**config.mk**
```make
export PLATFORM = sky130hd
export DESIGN_NAME = gray_to_heatmap
export DESIGN_NICKNAME = d
export VERILOG_FILES = /design/src/rtl/gray_to_heatmap.sv
export SDC_FILE = /design/constraint.sdc
export NUM_CORES = 1
export LEC_CHECK = 0
export CAP_MARGIN = 30
export CORE_UTILIZATION = 45
export DETAILED_ROUTE_END_ITERATION = 7
export DONT_BUFFER_PORTS = 1
export PLACE_DENSITY = 0.66
export SLEW_MARGIN = 15
export SYNTH_ARGS = -nofsm -noshare
export SYNTH_HDL_FRONTEND = slang
export SYNTH_SLANG_ARGS = --single-unit
```
**constraint.sdc**
```tcl
create_clock -name clk -period 1.6 [get_ports clk]
set_clock_uncertainty 0.15 [all_clocks]
set_input_delay 0.32 -clock clk [delete_from_list [all_inputs] [get_ports clk]]
set_output_delay 0.32 -clock clk [all_outputs]
set_load 0.005 [all_outputs]
```
**src/rtl/gray_to_heatmap.sv**
```systemverilog
// Streaming grey -> {R,G,B} mapper: grey replica or four-segment heat-map palette.
// Two registered stages with valid/ready on both sides; stage 2 carries frame position flags.
module gray_to_heatmap #(
    parameter int H_RES = 640,
    parameter int V_RES = 480
) (
    input  logic        clk,
    input  logic        reset,
    input  logic        mode,
    input  logic [7:0]  gray_in,
    input  logic        in_valid,
    output logic        in_ready,
    output logic [23:0] pix_out,
    output logic        out_valid,
    input  logic        out_ready,
    output logic        out_sof,
    output logic        out_eol
);

    localparam int XW = (H_RES > 1) ? $clog2(H_RES) : 1;
    localparam int YW = (V_RES > 1) ? $clog2(V_RES) : 1;
    localparam logic [XW-1:0] X_LAST = XW'(H_RES - 1);
    localparam logic [YW-1:0] Y_LAST = YW'(V_RES - 1);

    // stage 1: raw sample and its mode
    logic          v1_q, v1_d;
    logic [7:0]    g1_q, g1_d;
    logic          m1_q, m1_d;
    // stage 2: mapped pixel and its position in the frame
    logic          v2_q, v2_d;
    logic [23:0]   pix_q, pix_d;
    logic [XW-1:0] x_q, x_d;
    logic [YW-1:0] y_q, y_d;

    logic          ld1, ld2, out_fire;
    logic [1:0]    seg;
    logic [7:0]    frac, frac_n;
    logic [23:0]   map_rgb;

    assign out_fire = v2_q && out_ready;
    assign ld2      = v1_q && (!v2_q || out_ready);
    assign in_ready = !v1_q || !v2_q || out_ready;
    assign ld1      = in_valid && in_ready;

    // Palette: blue -> cyan -> green -> yellow -> red, each segment a 64-step ramp.
    always_comb begin
        seg     = g1_q[7:6];
        frac    = {g1_q[5:0], 2'b00};
        frac_n  = 8'd255 - frac;
        map_rgb = {g1_q, g1_q, g1_q};
        if (m1_q) begin
            case (seg)
                2'd0:    map_rgb = {8'd0,   frac,   8'd255};
                2'd1:    map_rgb = {8'd0,   8'd255, frac_n};
                2'd2:    map_rgb = {frac,   8'd255, 8'd0};
                default: map_rgb = {8'd255, frac_n, 8'd0};
            endcase
        end
    end

    always_comb begin
        v1_d = v1_q;
        g1_d = g1_q;
        m1_d = m1_q;
        if (ld1) begin
            v1_d = 1'b1;
            g1_d = gray_in;
            m1_d = mode;
        end else if (ld2) begin
            v1_d = 1'b0;
        end
    end

    always_comb begin
        v2_d  = v2_q;
        pix_d = pix_q;
        if (ld2) begin
            v2_d  = 1'b1;
            pix_d = map_rgb;
        end else if (out_fire) begin
            v2_d  = 1'b0;
        end
    end

    // Position follows the stage-2 pixel, so it only moves when that pixel leaves.
    always_comb begin
        x_d = x_q;
        y_d = y_q;
        if (out_fire) begin
            if (x_q == X_LAST) begin
                x_d = '0;
                y_d = (y_q == Y_LAST) ? '0 : y_q + YW'(1);
            end else begin
                x_d = x_q + XW'(1);
            end
        end
    end

    always_ff @(posedge clk or posedge reset) begin
        if (reset) begin
            v1_q  <= 1'b0;
            g1_q  <= '0;
            m1_q  <= 1'b0;
            v2_q  <= 1'b0;
            pix_q <= '0;
            x_q   <= '0;
            y_q   <= '0;
        end else begin
            v1_q  <= v1_d;
            g1_q  <= g1_d;
            m1_q  <= m1_d;
            v2_q  <= v2_d;
            pix_q <= pix_d;
            x_q   <= x_d;
            y_q   <= y_d;
        end
    end

    assign out_valid = v2_q;
    assign pix_out   = pix_q;
    assign out_sof   = v2_q && (x_q == '0) && (y_q == '0);
    assign out_eol   = v2_q && (x_q == X_LAST);

endmodule

```
==> results.txt <==
unrepaired setup endpoints after global routing = true
Critical Path AT = 1380 ps
Routed Antenna Nets = 0
largest net degree at the start of global routing = 55
startpoint types = flip-flop
max-cap check violation count = 0
PD cells = 1107 nW/um^2
ANT cells = 0
Synth area leader = dfrtp_1
initial DRC count = 87
total I/O pin count = 41
DRC violations left = 0
GRT Overall Usage = 22.24%
max-slew violations = 0
#FFs+latches synth = 54
Reg clk slew, reported paths = 100 ps
Num Clock Sinks = 54
Tot Pwr = 4.433 mW
GRT overflow = 0
failing checks = setup timing
Final #Nets = 370
die area = 6343 um^2
WL final = 7026 um
Hold Fails Final Rpt = 0
Finished Core Util = 70.97%
number of global-route vias before repair = 2244
CP Max Fanout = 2
core area = 5642 um^2
via count = 2349
worst slew pin tran = 338.0 ps
CTS Buf Count = 5
final instance area = 4004 um^2
Leakage Power = 1.749 nW
vias per cell = 5.566
post-synth top area share = 49.82%
die width = 79.64 um
DRT Pass-1 Iters = 4
run status = finished with violations
Peak Freq = 541.5 MHz
Slew headroom = 77.38%
asr flop ratio synth = 100.0%
Port Buffers = 0
Cell Area, Synth = 2713 um^2
Die Span Y = 79.64 um
worst hold-check path type = in -> reg
Critical Path End Type = output pin
hpwl dp = 4168 um
EDFF count, synth = 0
Top FF cell, synth = dfrtp_1
count leader, synth = dfrtp_1
worst ir drop on vdd = 784.5 uV
P&R area growth vs syn = 47.60%
RePlAce Congestion = 0.7906
Netlist cell types = 39
Mapped Nets = 294
Clock Tree Buf Depth = 2
top cells by count, synth = dfrtp_1, nand2_1, nor2_1
period utilisation layout = 115.4%
Clock Latency Late Sink = 310 ps
initial antenna violation count = 0
Yosys warnings = 0
H-tree depth = 2
crit path time final = 1847 ps
critical setup path kind = reg -> out
Routed WL per cell = 16.65 um
final worst setup slack = -246.7 ps
register area share after synthesis = 49.82%
TritonCTS clock tree = yes
# setup viols final = 25
Worst EP required = 1130 ps
ratio of cells with drive above 1 in the final layout = 45.14%
first-pass GRT wire length = 10740 um
CTS root buffer = clkbuf_8
Rows = 27
top cells by area, synth = dfrtp_1, nand2_1, mux2_2, ha_1, o21ai_0
Cells after Synth = 273
syn_area_per_cell = 9.936 um^2
DP Area = 3161 um^2
initial core utilization = 48.08%
## layout make-up
| cell class | instances | area, um^2 |
|---|---|---|
| clock buffers | 5 | 68.82 |
| clock inverters | 3 | 40.04 |
| fillers | 408 | 1638 |
| inverters | 14 | 58.81 |
| multi-input cells | 196 | 1653 |
| flip-flops and latches | 54 | 1355 |
| well taps | 72 | 90.09 |
| repair buffers | 78 | 738.2 |
## kinds of logic after synthesis
kind of cell / Yosys count / share of synthesized area [%]
flip-flops: 54 / 49.82
AO/OA/AOI/OAI: 68 / 16.05
buffers and inverters: 24 / 3.644
XOR/XNOR: 8 / 2.583
AND/OR/NAND/NOR: 101 / 20.11
adder cells (fa/ha/maj): 8 / 3.690
multiplexers: 10 / 4.105
## state kept, by name, indices dropped and copies added (netlist names)
signal and cells:
v1_q 1, m1_q 1, g1_q 8, y_q 9, pix_out 24, x_q 10
out_valid 1
## critical path, stage by stage, from the launching register on
cell,delay (ps)
dfrtp_1,420
buf_4,150
inv_1,80
ha_1,160
nand4_1,140
nor2_2,130
## worst paths after layout
| kind | from | depth (start not counted) | end | slack, ps |
|---|---|---|---|---|
| max | x_q[0] | 5 | out_sof | -250 |
| min | mode | 1 | m1_q | 7 |
| max reg2reg | x_q[3] | 8 | x_q[0] | -150 |
| min reg2reg | pix_out[12] | 1 | pix_out[12] | 360 |
| max in group asynchronous | reset | 3 | g1_q[7] | 640 |
| min in group asynchronous | reset | 3 | y_q[5] | 400 |
## layout by cell type, fill, tap and decap left out, types with 5 or more instances in the layout
master	netlist	final
buf_6	1	12
inv_1	14	9
dlygate4sd3_1	0	11
o31ai_2	0	6
dfrtp_1	54	51
a21oi_1	11	5
mux2_2	9	9
buf_4	0	49
clkbuf_8	0	5
a31oi_1	6	6
a211oi_2	0	5
a22o_1	6	6
a21oi_2	0	5
nand2_1	31	27
o21ai_0	20	7
o21ai_2	0	7
ha_4	0	5
nor2_2	0	8
o21ai_1	0	6
nand2b_1	12	11
xnor2_1	6	6
a21o_1	6	6
buf_12	0	5
nor2_1	26	16
## power breakdown
part	switching (mW)	internal, mW
Sequential	0.302	1.64
Combinational	0.742	0.832
Clock	0.452	0.461
Total	1.50	2.94
## layer usage
metal	routed length, um	vias to the layer above	GRT usage [%]
li1	-	1116	-
met1	2762	1167	26.27
met2	3815	59	39.40
met3	383	7	5.371
met4	65	0	7.091
met5	0	-	0
## what timing repair did
action	4_1_cts	5_1_grt
gates resized for setup	50	63
endpoints found under the hold margin	62	2
setup endpoints to repair	29	44
buffers inserted	14	9
cloned	3	2
pin swaps	39	30
hold buffers	9	2
## stage by stage
step	cells	hold WS (ps)	setup WS, ps	setup TNS, ps
after floorplan	273	237.8	-184.0	-1065
after global placement	379	136.7	-118.2	-1027
after detailed placement	379	138.3	-181.1	-1738
after CTS	412	0.6054	-308.5	-1740
after global routing	422	1.164	-356.8	-4060
final	422	6.880	-246.7	-2016
(Power assumes the default switching activity.)
